`src/rtl/boot_pkg.sv`:
```
// -----------------------------------------------------------------------------
// boot_pkg
// Shared definitions for the boot sequencer: FSM state encoding, state width,
// byte-lane geometry of a 32-bit instruction word and small state-decode
// helpers used by boot_sequencer.
// -----------------------------------------------------------------------------
package boot_pkg;

  localparam int STATE_W = 3;

  // A 32-bit instruction word is built from four little-endian byte lanes.
  localparam int         LANE_W    = 8;
  localparam int         LANES     = 4;
  localparam int         WORD_W    = LANE_W * LANES;
  localparam logic [1:0] LAST_LANE = 2'd3;

  typedef enum logic [STATE_W-1:0] {
    S_IDLE    = 3'd0,
    S_HDR0    = 3'd1,
    S_HDR1    = 3'd2,
    S_LOAD    = 3'd3,
    S_CKSUM   = 3'd4,
    S_RELEASE = 3'd5,
    S_RUN     = 3'd6,
    S_ERROR   = 3'd7
  } state_t;

  // States in which a byte from the host link may be consumed.
  function automatic logic f_accepting(input state_t s);
    return (s == S_HDR0) || (s == S_HDR1) || (s == S_LOAD) || (s == S_CKSUM);
  endfunction

  // States that form a load in progress (start is ignored here).
  function automatic logic f_busy(input state_t s);
    return f_accepting(s) || (s == S_RELEASE);
  endfunction

endpackage

```
`src/rtl/boot_word_assembler.sv`:
```
// -----------------------------------------------------------------------------
// boot_word_assembler
// Collects little-endian bytes into 32-bit words. Byte j of a word lands in
// bits [8*j+:8]. When the fourth byte is taken, the completed word is
// presented for exactly one cycle on the following cycle.
//
// Ports:
//   clk, resetb   clock, asynchronous active-low reset
//   i_clear       restart at byte 0 (asserted on entry to header phase)
//   i_valid       a payload byte is accepted this cycle
//   i_byte        the payload byte
//   o_last_lane   the next accepted byte completes a word (byte index == 3)
//   o_word_valid  one-cycle pulse carrying a completed word
//   o_word        completed word, held until the next word completes
// -----------------------------------------------------------------------------
module boot_word_assembler
  import boot_pkg::*;
(
  input  logic              clk,
  input  logic              resetb,
  input  logic              i_clear,
  input  logic              i_valid,
  input  logic [LANE_W-1:0] i_byte,
  output logic              o_last_lane,
  output logic              o_word_valid,
  output logic [WORD_W-1:0] o_word
);

  logic [1:0]               r_idx;
  logic [WORD_W-LANE_W-1:0] r_lanes_p0;
  logic                     r_vld_p1;
  logic [WORD_W-1:0]        r_word_p1;

  assign o_last_lane  = (r_idx == LAST_LANE);
  assign o_word_valid = r_vld_p1;
  assign o_word       = r_word_p1;

  // p0: lanes 0..2 are parked; lane 3 goes straight into the p1 word register
  always_ff @(posedge clk or negedge resetb) begin
    if (!resetb) begin
      r_idx      <= '0;
      r_lanes_p0 <= '0;
      r_vld_p1   <= 1'b0;
      r_word_p1  <= '0;
    end else begin
      r_vld_p1 <= 1'b0;
      if (i_clear) begin
        r_idx <= '0;
      end else if (i_valid) begin
        r_idx <= r_idx + 2'd1;
        case (r_idx)
          2'd0:    r_lanes_p0[LANE_W-1:0]          <= i_byte;
          2'd1:    r_lanes_p0[2*LANE_W-1:LANE_W]   <= i_byte;
          2'd2:    r_lanes_p0[3*LANE_W-1:2*LANE_W] <= i_byte;
          default: begin
            // p1: completed word, valid for one cycle
            r_vld_p1  <= 1'b1;
            r_word_p1 <= {i_byte, r_lanes_p0};
          end
        endcase
      end
    end
  end

endmodule

```
`src/rtl/boot_sequencer.sv`:
```
// -----------------------------------------------------------------------------
// boot_sequencer
// Boot controller for the RV32I core. Holds the core in reset, receives a
// program image over a byte link (2-byte little-endian word count followed by
// 4*N little-endian payload bytes), writes each word into instruction memory
// and releases core reset RELEASE_CYCLES cycles after a successful load.
//
// Optional feature (macro BOOT_CHECKSUM_EN): one trailing checksum byte that
// must equal the XOR of all payload bytes; a mismatch ends in ERROR.
//
// Ports:
//   clk, resetb   clock, asynchronous active-low reset
//   start         one-cycle pulse to begin a (re)load (ignored while busy)
//   rx_valid      byte available on rx_data
//   rx_data       byte value
//   rx_ready      sequencer takes a byte this cycle when rx_valid is high
//   im_we         instruction memory write strobe (one cycle per word)
//   im_waddr      word address of the write
//   im_wdata      write data
//   core_resetb   active-low reset to core and mmu
//   busy          load in progress
//   done          image loaded, core running
//   error         load failed (bad count, timeout, checksum); core in reset
// -----------------------------------------------------------------------------
module boot_sequencer
  import boot_pkg::*;
#(
  parameter int IM_WORDS       = 1024,
  parameter int ADDR_W         = 10,
  parameter int RELEASE_CYCLES = 4,
  parameter int TIMEOUT_CYCLES = 65535
) (
  input  logic              clk,
  input  logic              resetb,
  input  logic              start,
  input  logic              rx_valid,
  input  logic [7:0]        rx_data,
  output logic              rx_ready,
  output logic              im_we,
  output logic [ADDR_W-1:0] im_waddr,
  output logic [31:0]       im_wdata,
  output logic              core_resetb,
  output logic              busy,
  output logic              done,
  output logic              error
);

  localparam int REL_W = (RELEASE_CYCLES > 1) ? $clog2(RELEASE_CYCLES) : 1;
  localparam int TO_W  = $clog2(TIMEOUT_CYCLES + 1);

  localparam logic [REL_W-1:0] REL_LAST  = REL_W'(RELEASE_CYCLES - 1);
  localparam logic [TO_W-1:0]  TO_LAST   = TO_W'(TIMEOUT_CYCLES - 1);
  localparam logic [16:0]      MAX_WORDS = 17'(IM_WORDS);

  state_t             r_state;
  state_t             w_state_nx;
  logic [7:0]         r_cnt_lo;
  logic [15:0]        r_count;
  logic [15:0]        r_widx;
  logic [ADDR_W-1:0]  r_waddr;
  logic [REL_W-1:0]   r_rel;
  logic [TO_W-1:0]    r_idle;
  logic               r_core_resetb;

  logic               w_accept;
  logic               w_load_byte;
  logic               w_last_lane;
  logic               w_word_done;
  logic               w_last_word;
  logic               w_timeout;
  logic               w_clear;
  logic               w_hdr_bad;
  logic [15:0]        w_hdr_count;
  logic               w_asm_vld;
  logic [31:0]        w_asm_word;
`ifdef BOOT_CHECKSUM_EN
  logic [7:0]         r_xor;
`endif

  assign rx_ready    = f_accepting(r_state);
  assign w_accept    = rx_valid & rx_ready;
  assign w_load_byte = w_accept && (r_state == S_LOAD);
  assign w_word_done = w_load_byte && w_last_lane;
  // r_count is at least 1 whenever LOAD is active, so count-1 cannot wrap.
  assign w_last_word = (r_widx == (r_count - 16'd1));
  assign w_hdr_count = {rx_data, r_cnt_lo};
  assign w_hdr_bad   = (w_hdr_count == 16'd0) || ({1'b0, w_hdr_count} > MAX_WORDS);
  // r_idle counts consecutive cycles without a byte in an accepting state;
  // the TIMEOUT_CYCLES-th such cycle aborts the load.
  assign w_timeout   = !w_accept && (r_idle == TO_LAST);
  // Every path into HDR0 restarts word assembly and the checksum.
  assign w_clear     = (w_state_nx == S_HDR0) && (r_state != S_HDR0);

  boot_word_assembler u_asm (
    .clk          (clk),
    .resetb       (resetb),
    .i_clear      (w_clear),
    .i_valid      (w_load_byte),
    .i_byte       (rx_data),
    .o_last_lane  (w_last_lane),
    .o_word_valid (w_asm_vld),
    .o_word       (w_asm_word)
  );

  assign im_we       = w_asm_vld;
  assign im_wdata    = w_asm_word;
  assign im_waddr    = r_waddr;
  assign core_resetb = r_core_resetb;

  always_ff @(posedge clk or negedge resetb) begin
    if (!resetb) begin
      r_state <= S_IDLE;
    end else begin
      r_state <= w_state_nx;
    end
  end

  always_comb begin
    w_state_nx = r_state;
    busy       = f_busy(r_state);
    done       = (r_state == S_RUN);
    error      = (r_state == S_ERROR);
    case (r_state)
      S_IDLE: begin
        if (start) w_state_nx = S_HDR0;
      end
      S_HDR0: begin
        if (w_accept)       w_state_nx = S_HDR1;
        else if (w_timeout) w_state_nx = S_ERROR;
      end
      S_HDR1: begin
        if (w_accept)       w_state_nx = w_hdr_bad ? S_ERROR : S_LOAD;
        else if (w_timeout) w_state_nx = S_ERROR;
      end
      S_LOAD: begin
        if (w_word_done && w_last_word) begin
`ifdef BOOT_CHECKSUM_EN
          w_state_nx = S_CKSUM;
`else
          w_state_nx = S_RELEASE;
`endif
        end else if (w_timeout) begin
          w_state_nx = S_ERROR;
        end
      end
      S_CKSUM: begin
`ifdef BOOT_CHECKSUM_EN
        if (w_accept)       w_state_nx = (rx_data == r_xor) ? S_RELEASE : S_ERROR;
        else if (w_timeout) w_state_nx = S_ERROR;
`else
        w_state_nx = S_ERROR;
`endif
      end
      S_RELEASE: begin
        if (r_rel == REL_LAST) w_state_nx = S_RUN;
      end
      S_RUN, S_ERROR: begin
        if (start) w_state_nx = S_HDR0;
      end
      default: w_state_nx = S_IDLE;
    endcase
  end

  always_ff @(posedge clk or negedge resetb) begin
    if (!resetb) begin
      r_cnt_lo      <= '0;
      r_count       <= '0;
      r_widx        <= '0;
      r_waddr       <= '0;
      r_rel         <= '0;
      r_idle        <= '0;
      r_core_resetb <= 1'b0;
    end else begin
      // Core reset follows the FSM: released on the edge into RUN, reasserted
      // on the same edge that a reload leaves RUN.
      r_core_resetb <= (w_state_nx == S_RUN);
      if ((r_state == S_HDR0) && w_accept) begin
        r_cnt_lo <= rx_data;
      end
      if ((r_state == S_HDR1) && w_accept) begin
        r_count <= w_hdr_count;
        r_widx  <= '0;
      end
      // The address is latched with the fourth byte so it lines up with the
      // assembler's write pulse one cycle later.
      if (w_word_done) begin
        r_waddr <= r_widx[ADDR_W-1:0];
        r_widx  <= r_widx + 16'd1;
      end
      r_rel  <= (r_state == S_RELEASE) ? r_rel + REL_W'(1) : '0;
      r_idle <= (!rx_ready || w_accept) ? '0 : r_idle + TO_W'(1);
    end
  end

`ifdef BOOT_CHECKSUM_EN
  always_ff @(posedge clk or negedge resetb) begin
    if (!resetb) begin
      r_xor <= '0;
    end else if (w_clear) begin
      r_xor <= '0;
    end else if (w_load_byte) begin
      r_xor <= r_xor ^ rx_data;
    end
  end
`endif

endmodule
```
`config.mk`:
```
export PLATFORM = sky130hd
export DESIGN_NAME = boot_sequencer
export DESIGN_NICKNAME = d
export VERILOG_FILES = /design/src/rtl/boot_pkg.sv /design/src/rtl/boot_word_assembler.sv /design/src/rtl/boot_sequencer.sv
export SDC_FILE = /design/constraint.sdc
export NUM_CORES = 1
export LEC_CHECK = 0
export ABC_AREA = 1
export CAP_MARGIN = 20
export CORE_ASPECT_RATIO = 0.8
export CORE_MARGIN = 4
export CORE_UTILIZATION = 35
export DETAILED_ROUTE_END_ITERATION = 7
export PLACE_DENSITY = 0.62
export SLEW_MARGIN = 15
export SYNTH_ARGS = -nofsm -noshare
export SYNTH_HDL_FRONTEND = slang
export SYNTH_SLANG_ARGS = --single-unit
```
`constraint.sdc`:
```
create_clock -name clk -period 3.65 [get_ports clk]
set_clock_uncertainty 0.1 [all_clocks]
set_input_delay 0.365 -clock clk [delete_from_list [all_inputs] [get_ports clk]]
set_output_delay 0.365 -clock clk [all_outputs]
set_load 0.005 [all_outputs]
```
==> key figures <==
Synthesis
  – Dominant combinational cell family by area after synthesis: simple AND/OR/NAND/NOR gates
  – Synth Instances: around 740
  – Post-Synth XOR/XNOR Area: 2.57%
  – Mux contribution to synthesized area: less than 1%
  – Post-synthesis async set-or-reset flop share: 100%
  – Number of synthesized flops with an enable pin: 0
  – Simple-gate area share of the yosys netlist: a little over a quarter
  – Synth unique cells: 44
  – Sequential fraction of the synthesis area: 53.4%
  – Net Count, Synth: between 700 and 800
  – Top_reg_cell synth: dfrtp_1
  – Post-Synth Adder-Cell Area: between 1.5 and 2%
  – Synth Area in Compound Gates: 8.81%
  – Seq cells post-synth: 131
  – Syn avg cell area: about 8.3 um^2
  – Yosys warnings: 0
  – Mapped Area: 6130 um^2

CTS
  – CTS tree: done
  – CTS Sinks: approximately 130
  – Clk_lat worst skew: between 0.4 and 0.5 ns
  – Setup Fix Bufs, Post-CTS: 0
  – Clock transition at path regs: around 0.060 ns
  – Cts bufs inserted: 17
  – Max Root-Sink Buffers: 2
  – Clock Root Buffer: clkbuf_16
  – H-tree levels: 4

Pwr
  – Internal power: 3.64 mW
  – Worst vdd ir: between 0.4 and 0.5 mV
  – Clk pwr share: a little under a third
  – Sw frac: about a third
  – NetSw: roughly 1.9 mW
  – Combinational power share: around 30%
  – Leakage power total: approximately 3.6 nW
  – Total power per unit cell area: between 700 and 800 nW/um^2
  – Sequential cell fraction of total power: around two fifths

Layout
  – Post-layout util: 43.7%
  – Ant diodes: 0
  – Design Area, Final: between 7000 and 8000 um^2
  – Final net count: approximately 820
  – Layout area overhead: 23.0%
  – Final cell count without fillers: between 1000 and 1500
  – Share of layout cells above drive strength 1: around 7.0%

Critical path
  – Critical Path Source Type: flop
  – Worst R2R Start: r_state[2]
  – Worst Setup SP: r_state[1]
  – Critical path class: flop to output pin
  – WP data required: 3.18 ns
  – CP arrival: about 1.8 ns
  – Worst Path Max Fanout: 6
  – Crit. End Element: output pin

GRT
  – Grt peak-use layer: met1
  – GRT met1 Usage: 22.6%
  – Grt total ovfl: 0
  – Largest net degree at the start of global routing: 74
  – M2 GR Usage: roughly 22%
  – Global-route wire length before repair: around 24 mm
  – Vias in the first global route: approximately 4600
  – GRT Total Usage: between 10% and 20%
  – Initial antenna violation count: 0
  – Met3 Use GR: roughly 4.0%

STA
  – Rel. slew slack: approximately half
  – Final period util: roughly 61%
  – Endpoints failing setup: 0
  – Final Slew Violations: 0
  – Hold Violations, Final: 0
  – Period minus WS final: around 2.2 ns
  – RSZ-0062 raised after global routing: false
  – Worst hold margin: ~0.34 ns
  – Fmax: 446 MHz
  – Setup TNS: 0 ns
  – Slew @ Worst Pin: ~0.76 ns

Die
  – Die height: 126 um
  – I/O Pins: 60
  – Number of cell rows: between 40 and 50
  – Die area: 19700 um^2
  – Die X-Extent: roughly 160 um
  – Initial core utilization: a little over a third
  – CORE AREA: between 15000 and 20000 um^2

Placed design
  – Quantity of I/O buffers inserted on ports: 59
  – HPWL Detailed: 9.83 mm
  – Placed cell count: roughly 1000
  – Final Wtd Congestion: 0.804
  – Post-DP Area: a little under 7000 um^2

Min path
  – Worst hold path startpoint: r_rel[0]
  – Worst hold path class: flop to flop

Routing
  – DRT iter0 DRCs: between 200 and 300
  – Vias per cell: roughly 4.6
  – Drt total wl: about 14 mm
  – Drt pass-1 iters: 5
  – Vias post-DR: 4812
  – DR WL/cell: 13.8 um
  – DRC: 0
  – Routed Antenna Nets: 0

Status
  – Status: completed

Job
  – Max-cap violations: 0
[sequential cells by signal (all words and copies together) (netlist names)]
signal and cells:
u_asm.o_word 32, u_asm.r_lanes_p0 24, r_count 16, r_idle 16, r_widx 16, im_waddr 10, r_cnt_lo 8, r_state 3
r_rel 2, u_asm.r_idx 2, core_resetb 1, u_asm.o_word_valid 1
[cells in the final DEF (no fill, tap or decap), drive strengths merged, types with 3 or more instances in the layout]
master         instances
buf                    5
o21ai                 67
mux2i                  4
clkbuf                21
nand3                 23
clkdlybuf4s50         58
nor2                  73
xor2                   9
ha                     9
inv                   70
xnor2                  9
nand3b                 3
clkinv                 5
nand4                  8
nor3b                  4
nand2                254
dfrtp                131
clkinvlp               4
nor3                  18
a21oi                 16
[synthesized netlist by cell type (all sizes together) (3+ instances only)]
library cell / count / area, um^2
a21oi: 16 / 83.8
buf: 10 / 56.3
clkbuf: 11 / 41.3
dfrtp: 131 / 3280
ha: 9 / 113
inv: 68 / 255
mux2i: 4 / 40.0
nand2: 254 / 968
nand3: 23 / 128
nand3b: 3 / 22.5
nand4: 8 / 50.1
nor2: 73 / 310
nor3: 18 / 110
nor3b: 4 / 30.0
o21ai: 67 / 335
xnor2: 9 / 78.8
xor2: 9 / 78.8
[routing by layer]
metal  up-vias  part of all wire [%]
met5         -                     0
met4         0                   1.2
met3        16                   4.8
met2       102                    42
met1      2223                    52
li1       2471                     -
[worst paths after layout]
check	slack, ns	cells past startpoint	end
max	1.41	4	busy
min	0.34	1	r_rel[0]
max reg2reg	1.42	12	u_asm.r_idx[0]
min reg2reg	0.34	1	r_rel[0]
max in group asynchronous	2.16	3	r_rel[1]
min in group asynchronous	0.47	2	r_widx[14]
[stage by stage]
stage | total power, mW | setup WS [ns]
finish | 5.57 | 1.41
global route | 5.98 | 1.09
CTS | 5.62 | 1.38
detailed placement | 3.90 | 1.06
global placement | 3.88 | 1.10
floorplan | 3.24 | 1.80
[cell type report]
class / count / area, um^2
Inverter: 70 / 263
Clock buffer: 21 / 460
Sequential cell: 131 / 3280
Multi-Input combinational cell: 516 / 2490
Tap cell: 225 / 282
Fill cell: 1652 / 9730
Timing Repair Buffer: 64 / 641
Clock inverter: 11 / 126
[kinds of logic (layout without fill, tap and decap cells)]
kind of cell	after synthesis	count (layout)
compound gates	99	99
flops	131	131
buf+inv	91	166
simple gates	386	386
fa+ha+maj	9	9
xor+xnor	18	18
mux	4	4
[worst max-delay path: stages, from the launching register on]
cell and delay, ns:
dfrtp_1 0.43, inv_1 0.16, nand2_1 0.12, nand2_1 0.12, clkdlybuf4s50_1 0.52
[power by group through the flow]
stage | sequential [mW] | combinational (mW) | clock [mW]
2_1_floorplan | 2.14 | 1.09 | 0
3_3_place_gp | 2.23 | 1.65 | 0
3_5_place_dp | 2.22 | 1.68 | 0
4_1_cts | 2.21 | 1.69 | 1.72
5_1_grt | 2.26 | 1.93 | 1.79
6_report | 2.21 | 1.67 | 1.69
[what timing repair did]
item | CTS | global route
gates resized for setup | 0 | 0
hold buffers | 1 | 0
endpoints found under the hold margin | 58 | 0
No activity file was read; power rests on OpenSTA's default activity.
